===== src/rtl/bfm_ahb_cmd_master_if.sv =====
// Command/response and AHB-Lite signal bundle for the bench-side AHB initiator.
// The master modport is the initiator's view. The slave modport is the sequencer/bus side.
interface bfm_ahb_cmd_master_if #(
    parameter int AWIDTH = 32
);
    logic              CMD_VALID;
    logic              CMD_READY;
    logic              CMD_WRITE;
    logic [AWIDTH-1:0] CMD_ADDR;
    logic [2:0]        CMD_SIZE;
    logic [31:0]       CMD_WDATA;
    logic              RSP_VALID;
    logic [31:0]       RSP_RDATA;
    logic              RSP_ERROR;
    logic [AWIDTH-1:0] HADDR;
    logic [1:0]        HTRANS;
    logic              HWRITE;
    logic [2:0]        HSIZE;
    logic [2:0]        HBURST;
    logic [3:0]        HPROT;
    logic              HMASTLOCK;
    logic [31:0]       HWDATA;
    logic [31:0]       HRDATA;
    logic              HREADY;
    logic              HRESP;

    modport master (
        input  CMD_VALID, CMD_WRITE, CMD_ADDR, CMD_SIZE, CMD_WDATA,
        input  HRDATA, HREADY, HRESP,
        output CMD_READY, RSP_VALID, RSP_RDATA, RSP_ERROR,
        output HADDR, HTRANS, HWRITE, HSIZE, HBURST, HPROT, HMASTLOCK, HWDATA
    );

    modport slave (
        output CMD_VALID, CMD_WRITE, CMD_ADDR, CMD_SIZE, CMD_WDATA,
        output HRDATA, HREADY, HRESP,
        input  CMD_READY, RSP_VALID, RSP_RDATA, RSP_ERROR,
        input  HADDR, HTRANS, HWRITE, HSIZE, HBURST, HPROT, HMASTLOCK, HWDATA
    );
endinterface


===== src/rtl/bfm_ahb_cmd_master.sv =====
// Single-transfer AHB-Lite initiator: one command in, one SINGLE/NONSEQ transfer, one response pulse.
// Optional wait-state timeout is enabled by defining BFM_AHBMASTER_TIMEOUT_EN.
module bfm_ahb_cmd_master #(
    parameter int AWIDTH   = 32,
    parameter int TOCYCLES = 256
) (
    input logic                   HCLK,
    input logic                   HRESETN,
    bfm_ahb_cmd_master_if.master  bus
);
    typedef enum logic [1:0] {S_IDLE, S_ADDR, S_DATA, S_RESP} state_t;

    state_t            state_q, state_d;
    logic              cmd_ready_q, cmd_ready_d;
    logic [AWIDTH-1:0] haddr_q, haddr_d;
    logic [1:0]        htrans_q, htrans_d;
    logic              hwrite_q, hwrite_d;
    logic [2:0]        hsize_q, hsize_d;
    logic [31:0]       hwdata_q, hwdata_d;
    logic [31:0]       wdata_q, wdata_d;
    logic              rsp_valid_q, rsp_valid_d;
    logic              rsp_error_q, rsp_error_d;
    logic [31:0]       rsp_rdata_q, rsp_rdata_d;
    logic              misaligned;
    logic              timeout_hit;

    if (TOCYCLES < 2) begin : g_bad_tocycles
        $error("bfm_ahb_cmd_master: TOCYCLES must be >= 2");
    end

    assign misaligned = (bus.CMD_SIZE > 3'd2)
                     || (bus.CMD_SIZE == 3'd1 && bus.CMD_ADDR[0])
                     || (bus.CMD_SIZE == 3'd2 && bus.CMD_ADDR[1:0] != 2'b00);

`ifdef BFM_AHBMASTER_TIMEOUT_EN
    localparam int CW = $clog2(TOCYCLES) + 1;
    logic [CW-1:0] to_cnt_q, to_cnt_d;
    logic          waiting;

    // Counts consecutive HREADY=0 cycles; any ready cycle or phase change restarts it.
    assign waiting     = (state_q == S_ADDR || state_q == S_DATA) && !bus.HREADY;
    assign timeout_hit = waiting && (to_cnt_q == CW'(TOCYCLES - 1));
    assign to_cnt_d    = (waiting && !timeout_hit) ? to_cnt_q + CW'(1) : '0;

    always_ff @(posedge HCLK or negedge HRESETN) begin
        if (!HRESETN) to_cnt_q <= '0;
        else          to_cnt_q <= to_cnt_d;
    end
`else
    assign timeout_hit = 1'b0;
`endif

    always_comb begin
        state_d     = state_q;
        cmd_ready_d = cmd_ready_q;
        haddr_d     = haddr_q;
        htrans_d    = htrans_q;
        hwrite_d    = hwrite_q;
        hsize_d     = hsize_q;
        hwdata_d    = hwdata_q;
        wdata_d     = wdata_q;
        rsp_valid_d = 1'b0;
        rsp_error_d = rsp_error_q;
        rsp_rdata_d = rsp_rdata_q;

        unique case (state_q)
            S_IDLE: begin
                cmd_ready_d = 1'b1;
                htrans_d    = 2'b00;
                if (bus.CMD_VALID && cmd_ready_q) begin
                    cmd_ready_d = 1'b0;
                    if (misaligned) begin
                        // Rejected locally: the bus never sees this command.
                        state_d     = S_RESP;
                        rsp_valid_d = 1'b1;
                        rsp_error_d = 1'b1;
                        rsp_rdata_d = '0;
                    end else begin
                        state_d  = S_ADDR;
                        htrans_d = 2'b10;
                        haddr_d  = bus.CMD_ADDR;
                        hwrite_d = bus.CMD_WRITE;
                        hsize_d  = bus.CMD_SIZE;
                        wdata_d  = bus.CMD_WDATA;
                    end
                end
            end
            S_ADDR: begin
                if (bus.HREADY) begin
                    state_d  = S_DATA;
                    htrans_d = 2'b00;
                    if (hwrite_q) hwdata_d = wdata_q;
                end else if (timeout_hit) begin
                    state_d     = S_RESP;
                    htrans_d    = 2'b00;
                    rsp_valid_d = 1'b1;
                    rsp_error_d = 1'b1;
                    rsp_rdata_d = 32'hDEAD_DEAD;
                end
            end
            S_DATA: begin
                // First cycle of a two-cycle ERROR has HREADY=0 and is treated as a wait.
                if (bus.HREADY) begin
                    state_d     = S_RESP;
                    rsp_valid_d = 1'b1;
                    rsp_error_d = bus.HRESP;
                    rsp_rdata_d = (!hwrite_q && !bus.HRESP) ? bus.HRDATA : 32'h0;
                end else if (timeout_hit) begin
                    state_d     = S_RESP;
                    rsp_valid_d = 1'b1;
                    rsp_error_d = 1'b1;
                    rsp_rdata_d = 32'hDEAD_DEAD;
                end
            end
            S_RESP: begin
                state_d     = S_IDLE;
                cmd_ready_d = 1'b1;
            end
            default: state_d = S_IDLE;
        endcase
    end

    always_ff @(posedge HCLK or negedge HRESETN) begin
        if (!HRESETN) begin
            state_q     <= S_IDLE;
            cmd_ready_q <= 1'b0;
            haddr_q     <= '0;
            htrans_q    <= 2'b00;
            hwrite_q    <= 1'b0;
            hsize_q     <= 3'd0;
            hwdata_q    <= '0;
            wdata_q     <= '0;
            rsp_valid_q <= 1'b0;
            rsp_error_q <= 1'b0;
            rsp_rdata_q <= '0;
        end else begin
            state_q     <= state_d;
            cmd_ready_q <= cmd_ready_d;
            haddr_q     <= haddr_d;
            htrans_q    <= htrans_d;
            hwrite_q    <= hwrite_d;
            hsize_q     <= hsize_d;
            hwdata_q    <= hwdata_d;
            wdata_q     <= wdata_d;
            rsp_valid_q <= rsp_valid_d;
            rsp_error_q <= rsp_error_d;
            rsp_rdata_q <= rsp_rdata_d;
        end
    end

    assign bus.CMD_READY = cmd_ready_q;
    assign bus.RSP_VALID = rsp_valid_q;
    assign bus.RSP_RDATA = rsp_rdata_q;
    assign bus.RSP_ERROR = rsp_error_q;
    assign bus.HADDR     = haddr_q;
    assign bus.HTRANS    = htrans_q;
    assign bus.HWRITE    = hwrite_q;
    assign bus.HSIZE     = hsize_q;
    assign bus.HWDATA    = hwdata_q;
    assign bus.HBURST    = 3'b000;
    assign bus.HPROT     = 4'b0011;
    assign bus.HMASTLOCK = 1'b0;
endmodule

===== src/flat_wrapper.sv =====
// flat-port wrapper written by rule: the top's interface ports become plain ports
module bfm_ahb_cmd_master_flat 
#(
    parameter int AWIDTH   = 32,
    parameter int TOCYCLES = 256
)
  (HCLK, HRESETN, bus_CMD_VALID, bus_CMD_WRITE, bus_CMD_ADDR, bus_CMD_SIZE, bus_CMD_WDATA, bus_HRDATA, bus_HREADY, bus_HRESP, bus_CMD_READY, bus_RSP_VALID, bus_RSP_RDATA, bus_RSP_ERROR, bus_HADDR, bus_HTRANS, bus_HWRITE, bus_HSIZE, bus_HBURST, bus_HPROT, bus_HMASTLOCK, bus_HWDATA);
  bfm_ahb_cmd_master_if #(.AWIDTH(AWIDTH)) bus_i ();
  input logic HCLK;
  input logic HRESETN;
  input wire logic [$bits(bus_i.CMD_VALID)-1:0] bus_CMD_VALID;
  input wire logic [$bits(bus_i.CMD_WRITE)-1:0] bus_CMD_WRITE;
  input wire logic [$bits(bus_i.CMD_ADDR)-1:0] bus_CMD_ADDR;
  input wire logic [$bits(bus_i.CMD_SIZE)-1:0] bus_CMD_SIZE;
  input wire logic [$bits(bus_i.CMD_WDATA)-1:0] bus_CMD_WDATA;
  input wire logic [$bits(bus_i.HRDATA)-1:0] bus_HRDATA;
  input wire logic [$bits(bus_i.HREADY)-1:0] bus_HREADY;
  input wire logic [$bits(bus_i.HRESP)-1:0] bus_HRESP;
  output wire logic [$bits(bus_i.CMD_READY)-1:0] bus_CMD_READY;
  output wire logic [$bits(bus_i.RSP_VALID)-1:0] bus_RSP_VALID;
  output wire logic [$bits(bus_i.RSP_RDATA)-1:0] bus_RSP_RDATA;
  output wire logic [$bits(bus_i.RSP_ERROR)-1:0] bus_RSP_ERROR;
  output wire logic [$bits(bus_i.HADDR)-1:0] bus_HADDR;
  output wire logic [$bits(bus_i.HTRANS)-1:0] bus_HTRANS;
  output wire logic [$bits(bus_i.HWRITE)-1:0] bus_HWRITE;
  output wire logic [$bits(bus_i.HSIZE)-1:0] bus_HSIZE;
  output wire logic [$bits(bus_i.HBURST)-1:0] bus_HBURST;
  output wire logic [$bits(bus_i.HPROT)-1:0] bus_HPROT;
  output wire logic [$bits(bus_i.HMASTLOCK)-1:0] bus_HMASTLOCK;
  output wire logic [$bits(bus_i.HWDATA)-1:0] bus_HWDATA;
  assign bus_i.CMD_VALID = bus_CMD_VALID;
  assign bus_i.CMD_WRITE = bus_CMD_WRITE;
  assign bus_i.CMD_ADDR = bus_CMD_ADDR;
  assign bus_i.CMD_SIZE = bus_CMD_SIZE;
  assign bus_i.CMD_WDATA = bus_CMD_WDATA;
  assign bus_i.HRDATA = bus_HRDATA;
  assign bus_i.HREADY = bus_HREADY;
  assign bus_i.HRESP = bus_HRESP;
  assign bus_CMD_READY = bus_i.CMD_READY;
  assign bus_RSP_VALID = bus_i.RSP_VALID;
  assign bus_RSP_RDATA = bus_i.RSP_RDATA;
  assign bus_RSP_ERROR = bus_i.RSP_ERROR;
  assign bus_HADDR = bus_i.HADDR;
  assign bus_HTRANS = bus_i.HTRANS;
  assign bus_HWRITE = bus_i.HWRITE;
  assign bus_HSIZE = bus_i.HSIZE;
  assign bus_HBURST = bus_i.HBURST;
  assign bus_HPROT = bus_i.HPROT;
  assign bus_HMASTLOCK = bus_i.HMASTLOCK;
  assign bus_HWDATA = bus_i.HWDATA;
  bfm_ahb_cmd_master #(.AWIDTH(AWIDTH), .TOCYCLES(TOCYCLES)) u_core (.HCLK(HCLK), .HRESETN(HRESETN), .bus(bus_i));
endmodule

===== config.mk =====
export PLATFORM = sky130hd
export DESIGN_NAME = bfm_ahb_cmd_master_flat
export DESIGN_NICKNAME = d
export VERILOG_FILES = /design/src/rtl/bfm_ahb_cmd_master_if.sv /design/src/rtl/bfm_ahb_cmd_master.sv /design/src/flat_wrapper.sv
export SDC_FILE = /design/constraint.sdc
export NUM_CORES = 1
export LEC_CHECK = 0
export ABC_CLOCK_PERIOD_IN_PS = 4100
export BUFFER_PORTS_ARGS = -buffer_cell sky130_fd_sc_hd__buf_2
export CORE_ASPECT_RATIO = 1.75
export CORE_UTILIZATION = 52
export CTS_CLUSTER_DIAMETER = 120
export DETAILED_ROUTE_END_ITERATION = 7
export GPL_TIMING_DRIVEN = 0
export PLACE_DENSITY = 0.84
export SYNTH_ARGS = -nofsm -noshare
export SYNTH_HDL_FRONTEND = slang
export SYNTH_SLANG_ARGS = --single-unit

===== constraint.sdc =====
create_clock -name HCLK -period 4.1 [get_ports HCLK]
set_input_delay 1.025 -clock HCLK [delete_from_list [all_inputs] [get_ports HCLK]]
set_output_delay 1.025 -clock HCLK [all_outputs]
set_load 0.01 [all_outputs]

==> metrics.txt, run 1 <==
worst-skew pair later-pin latency 0.41 ns; Root Driver clkbuf_16; worst-path fanout max 10; Ys Warns 0; post-CTS sizing 0; fraction of layout cells with a size suffix above 1 59.00%; grt total ovfl 0; Max Freq 448.2 MHz; largest net degree at the start of global routing 74; Final TNS setup 0 ns; Num CTS Buffers 17; Yosys reg bits 138; Reg2Reg Capture Point u_core.bus.RSP_RDATA[26]; Post-CTS Setup Inserts 0; row cnt 50; max cap viols 0; Final Setup Violations 0; CP required 4.38 ns; CTS tree yes; most frequent cell after synthesis dfrtp_1; H-Tree Depth 4; initial antenna violation count 0; DRT Pass-1 Iters 4; PwrDens 760.6 nW/um^2; synthesized area per cell 15.34 sq um; top cell type's share of synthesized area 60.21%; r2r setup slk 1.87 ns; Vias per Instance 5.279; run status finished, final reports clean; Synth cell types 29; CP Capture Type flop; Layout Cells excl Fill 752; chain of cells forming the critical path buf_2 -> or3_1 -> a211o_1 -> buf_2 -> buf_6 -> mux2_4; end of the worst hold path u_core.bus.RSP_RDATA[8]; leakage power 4.178 nW; Top delay family on crit path buffers and inverters; vias in the first global route 4261; slowest CP cell or3_1; critical path class in2reg; die area 11470 sq um; GPL Wtd Cong 0.8058; top cells by area, synth dfrtp_1, mux2_4, mux2_2; Worst Reg-to-Reg Cells 8; Post-synth EDFFs 0; Setup crit start kind primary input; DRC Markers 0; ant diodes 0; CTS sink count 138; DP Cell Count 720; I/O Buffers 208; Hold Path Class reg2reg; Hold Startpoint u_core.bus.RSP_RDATA[8]; Core Region 10700 sq um; CP Data Arrival Time 2.51 ns; Die H 140.9 microns; worst vdd ir 0.6219 mV; clock skew 0.01299 ns; Hold Fails Final Rpt 0; ANT nets after route 0; Post-DP HPWL 9.691 mm; Final min period 2.231 ns; # nets final 718; Initial Util 53.61%; Synth-to-Final Area Change 32.05%; Post-synth ARST share 100.0%; Die X 81.39 microns; DRT iter0 DRCs 179; hold path depth 1; Critical path buffers and inverters 3; Least-Margin Pin Slew 0.6666 ns; clk buf depth 2; Final Cycle Share 54.42%; total number of vias 3970; most used cell, CP buf_2; Overall Global Routing Usage 23.91%; unrepaired setup endpoints after global routing no; hold buffer count at CTS 0; synthesized instance count 374; Max-slew headroom 55.56%; CTS clk-pin slew, worst paths 0.06 ns; slowest stage delay, CP 0.40 ns; io pins 218; cell taking the most area after synthesis dfrtp_1; Routed WL per cell 17.48 microns; sequential fraction of the synthesis area 60.21%; max-slew violations 0; Netlist Area Pre-Place 5736 sq um; routed wire length 13.15 mm; Synth top cells by count dfrtp_1, mux2_4, nand3_1; first-pass GRT wire length 20.65 mm; reg2reg start u_core.state_q[1]; ys flop type dfrtp_1
-- power by group --
group | internal, mW | switching (mW) | leakage [nW]
Clock | 0.811 | 0.652 | 0.278
Combinational | 1.06 | 0.924 | 2.11
Sequential | 1.97 | 0.349 | 1.79
-- placed cells by master (no fill, tap or decap), types with 7 or more instances in the layout --
| master | synthesis | final |
|---|---|---|
| buf_4 | 9 | 9 |
| clkbuf_1 | 7 | 7 |
| dfrtp_1 | 138 | 138 |
| nand3_1 | 34 | 34 |
| buf_6 | 7 | 8 |
| buf_2 | 8 | 215 |
| mux2_2 | 33 | 33 |
| mux2_4 | 67 | 67 |
| clkbuf_16 | 0 | 17 |
| o2bb2ai_1 | 32 | 32 |
| conb_1 | 2 | 9 |
-- cell type report --
cell class                      count  area (sq um)
Buffer                             33         220.2
Clock buffer                       17         425.4
Fill cell                         744          3124
Clock inverter                     15         148.9
Timing Repair Buffer              209          1075
Multi-Input combinational cell    207          2077
Inverter                            3         11.26
Tap cell                          130         162.7
Sequential cell                   138          3453
-- registers in the layout, indices dropped and copies added, names as in the netlist --
| register | count |
|---|---|
| u_core.bus.HSIZE | 3 |
| u_core.bus.HTRANS | 1 |
| u_core.bus.RSP_RDATA | 32 |
| u_core.bus.HADDR | 32 |
| u_core.bus.RSP_VALID | 1 |
| u_core.wdata_q | 32 |
| u_core.bus.RSP_ERROR | 1 |
| u_core.state_q | 2 |
| u_core.bus.HWRITE | 1 |
| u_core.bus.HWDATA | 32 |
| u_core.bus.CMD_READY | 1 |
-- metrics by stage --
stage	cell area, sq um	util [%]	hold WS [ns]	setup WS, ns	total power, mW
3_5_place_dp	6999	65.43	0.4657	1.448	4.311
6_report	7574	70.80	0.4830	1.869	5.761
4_1_cts	7574	70.80	0.4886	1.863	5.807
5_1_grt	7574	70.80	0.5037	1.686	6.072
3_3_place_gp	6965	65.11	0.4657	0.3392	4.182
2_1_floorplan	5762	-	0.4774	1.712	3.499
-- per-layer routing --
metal  wire, microns  GRT usage (%)
met1            4796          26.24
met4             488          12.69
met2            7130          41.58
met3             730          5.372
met5               0              0
-- kinds of logic (layout without fill, tap and decap cells) --
| family | after synthesis | count (layout) | synth area share [%] |
|---|---|---|---|
| multiplexers | 100 | 100 | 24.02 |
| AO/OA/AOI/OAI | 44 | 44 | 6.392 |
| flip-flops | 138 | 138 | 60.21 |
| other | 2 | 9 | 0.1309 |
| buffers and inverters | 36 | 277 | 4.036 |
| AND/OR/NAND/NOR | 50 | 50 | 4.341 |
| adder cells (fa/ha/maj) | 4 | 4 | 0.8726 |
-- worst max path at each step --
stage	from	end	slack (ns)	cells past startpoint
6_report	bus_CMD_SIZE[0]	u_core.bus.HADDR[28]	1.87	6
2_1_floorplan	bus_CMD_SIZE[0]	u_core.bus.HADDR[0]	1.71	5
3_5_place_dp	bus_CMD_SIZE[0]	u_core.bus.HADDR[28]	1.45	6
4_1_cts	u_core.state_q[1]	u_core.bus.RSP_RDATA[26]	1.86	8
5_1_grt	u_core.state_q[0]	u_core.bus.RSP_RDATA[26]	1.69	7
3_3_place_gp	HRESETN	u_core.wdata_q[2]	0.34	1
Note: power is estimated with default switching activity, not from simulation.
==> run 2: changes to the inputs <==
ABC_AREA = 1   (was unset)
ABC_CLOCK_PERIOD_IN_PS = 1900   (was 4100)
CORE_UTILIZATION = 45   (was 52)
PLACE_DENSITY = 0.77   (was 0.84)
clock period = 1.9 ns   (was 4.1 ns; I/O delays follow)
==> metrics.txt, run 2 <==
run status finished, final reports clean (unchanged); Initial Util 45.98% (was 53.61%); synthesized instance count 610 (was 374); Post-DP HPWL 11.16 mm (was 9.691 mm); Final Cycle Share 93.23%; chain of cells forming the critical path inv_1 -> ha_1 -> nand3_1 -> buf_2 -> mux2_2 (was buf_2 -> or3_1 -> a211o_1 -> buf_2 -> buf_6 -> mux2_4); Die H 154.1 microns (was 140.9 microns); vias in the first global route 5057 (was 4261); Critical Path Start u_core.state_q[1] (was bus_CMD_SIZE[0]); Pwr Total 12.96 mW (was 5.761 mW); multi-input logic area 2158 sq um (was 2077 sq um); met1 usage in global routing 25.98% (was 26.24%); largest net degree at the start of global routing 84 (was 74); ys flop type dfrtp_1 (unchanged); cell taking the most area after synthesis dfrtp_1 (unchanged); worst vdd ir 0.7633 mV (was 0.6219 mV); post-CTS sizing 0 (unchanged); CTS tree yes (unchanged); max-slew violations 0 (unchanged); CP Capture Type flop (unchanged); Final Setup Violations 0 (unchanged); top cell type's share of synthesized area 58.06% (was 60.21%); DRC Markers 0 (unchanged); post-synthesis mux area share 6.058% (was 24.02%); Synth top cells by count nand2_1, dfrtp_1, nand4_1 (was dfrtp_1, mux2_4, nand3_1); die area 13700 sq um (was 11470 sq um); Synth-to-Final Area Change 31.51% (was 32.05%); Max-slew headroom 63.21% (was 55.56%); slowest CP cell dfrtp_1 (was or3_1); routed wire length 15.33 mm (was 13.15 mm); Core Util, Final 60.46% (was 70.80%); Hold Fails Final Rpt 0 (unchanged); GPL Wtd Cong 0.8236 (was 0.8058); largest family of logic cells by synthesized area simple AND/OR/NAND/NOR gates (was multiplexers); met3 Use GR 5.207% (was 5.372%); Sequential Area 3453 sq um (unchanged); H-Tree Depth 4 (unchanged); GR Util met2 41.54% (was 41.58%); io pins 218 (unchanged); CTS sink count 138 (unchanged); most common cell after layout, fill and taps aside buf_2 (unchanged); fill count 1200 (was 744); grt total ovfl 0 (unchanged); PwrDens 1657 nW/um^2 (was 760.6 nW/um^2); synthesized area per cell 9.751 sq um (was 15.34 sq um); clock skew 0.008259 ns (was 0.01299 ns); max cap viols 0 (unchanged); clk buf depth 2 (unchanged); Synth Area in Compound Gates 0.7362% (was 6.392%); Hold Path Class in2async (was reg2reg); first-pass GRT wire length 24.56 mm (was 20.65 mm); Post-synth ARST share 100.0% (unchanged); Root Driver clkbuf_16 (unchanged); ANT nets after route 0 (unchanged); sequential fraction of the synthesis area 58.06% (was 60.21%); DRT iter0 DRCs 229 (was 179); worst-skew pair later-pin latency 0.41 ns (about the same); Yosys reg bits 138 (unchanged); Most Used Layer, Global Route met2 (unchanged); initial antenna violation count 0 (unchanged); I/O Buffers 208 (unchanged); fraction of layout cells with a size suffix above 1 37.18% (was 59.00%); Post-synth EDFFs 0 (unchanged); Synth Area in XOR/XNOR 0% (unchanged); critical path class reg2reg (was in2reg); CTS clk-pin slew, worst paths 0.06 ns (about the same); Post-CTS Setup Inserts 0 (unchanged); Overall Global Routing Usage 23.39% (was 23.91%); Die X 88.91 microns (was 81.39 microns); top cells by area, synth dfrtp_1, nand2_1, nand4_1 (was dfrtp_1, mux2_4, mux2_2); reg2reg start u_core.state_q[1] (unchanged); Ys Warns 0 (unchanged); unrepaired setup endpoints after global routing no (unchanged); post-synthesis simple-gate area fraction 28.08% (was 4.341%); Least-Margin Pin Slew 0.5519 ns (was 0.6666 ns); Max Freq 564.6 MHz; leakage power 4.620 nW (was 4.178 nW); CP required 2.19 ns (was 4.38 ns); worst-path fanout max 10 (unchanged); row cnt 55 (was 50); slowest stage delay, CP 0.40 ns (about the same); Core Region 12940 sq um (was 10700 sq um); Synth cell types 22 (was 29); Post-Synth Adder-Cell Area 0.8414% (was 0.8726%); DRT Pass-1 Iters 4 (unchanged); CP Data Arrival Time 2.06 ns (was 2.51 ns); Final min period 1.771 ns; Netlist Area Pre-Place 5948 sq um (was 5736 sq um); total number of vias 5180 (was 3970); ant diodes 0 (unchanged); # nets final 954 (was 718); Vias per Instance 5.034 (was 5.279); Routed WL per cell 14.89 microns (was 17.48 microns); Num CTS Buffers 17 (unchanged); most frequent cell after synthesis nand2_1 (was dfrtp_1); commonest cells after routing, fill and taps aside buf_2, nand2_1, dfrtp_1, nand4_1, nand3_1 (was buf_2, dfrtp_1, mux2_4, nand3_1, mux2_2); Setup crit start kind flop (was primary input); hold buffer count at CTS 0 (unchanged); WHS 0.01949 ns (was 0.4830 ns)
[run 2: changes by cell type after synthesis, sizes merged, moves of 2 or more]
| cell | before | now |
|---|---|---|
| buf | 26 | 38 |
| nand2 | 2 | 219 |
| mux2 | 100 | 32 |
| and3 | 0 | 32 |
| nand2b | 3 | 0 |
| clkbuf | 7 | 18 |
| o2bb2ai | 32 | 0 |
| inv | 3 | 10 |
| nand4 | 0 | 68 |
| and2 | 2 | 0 |
| o211ai | 0 | 2 |
[run 2: per-stage QoR]
| step | setup slack (ns) | cells | instance area (sq um) | TNS (ns) |
|---|---|---|---|---|
| 6_report | 0.1287 | 1029 | 7823 | 0 |
| 5_1_grt | 0.01098 | 1029 | 7823 | 0 |
| 4_1_cts | 0.03736 | 1029 | 7820 | 0 |
| 3_5_place_dp | 0.05106 | 997 | 7263 | 0 |
| 3_3_place_gp | -1.559 | 996 | 7229 | -213.39 |
| 2_1_floorplan | 0.4157 | 617 | 5974 | 0 |
[run 2: per-layer routing]
| metal | up-vias | wire [microns] | share of wire [%] |
|---|---|---|---|
| met3 | 34 | 837 | 5.5 |
| met5 | - | 0 | 0 |
| met1 | 2463 | 5930 | 39 |
| met2 | 183 | 8144 | 53 |
| li1 | 2500 | - | - |
| met4 | 0 | 413 | 2.7 |
[run 2: final cells by class]
type	count	share of cell area, %
Sequential cell	138	44.15
Multi-Input combinational cell	413	27.59
Timing Repair Buffer	209	13.74
Clock buffer	17	5.438
Buffer	56	4.191
Tap cell	171	2.735
Clock inverter	15	1.679
Inverter	10	0.4798
[run 2: kinds of logic (layout without fill, tap and decap cells)]
family	after synthesis	count (layout)
AOI/OAI and AO/OA	7	7
adders and majority gates	4	4
buffers and inverters	66	307
DFF	138	138
muxes	32	32
other	2	9
and+or+nand+nor	361	361
[run 2: critical path, delay by kind of cell (launching register included)]
family	cells	cell delay, ns
buffers and inverters	2	0.42
AND/OR/NAND/NOR	1	0.24
multiplexers	1	0.38
adder cells (fa/ha/maj)	1	0.21
flip-flops	1	0.40
[run 2: final timing paths]
| path | end | slack (ns) | cells past startpoint |
|---|---|---|---|
| worst max-delay path | u_core.bus.HWDATA[13] | 0.13 | 5 |
| max in group asynchronous | u_core.bus.HADDR[18] | 1.09 | 2 |
| min in group HCLK | u_core.bus.HADDR[31] | 0.31 | 3 |
| worst max register to register | u_core.bus.HWDATA[13] | 0.13 | 5 |
| worst min register to register | u_core.bus.RSP_RDATA[27] | 0.46 | 2 |
| worst min-delay path | u_core.bus.RSP_RDATA[9] | 0.02 | 1 |
[run 2: power by group]
group	internal, mW	switching [mW]	total (mW)
combinational	1.95	2.91	4.86
sequential	4.30	0.706	5.01
clock	1.72	1.37	3.09
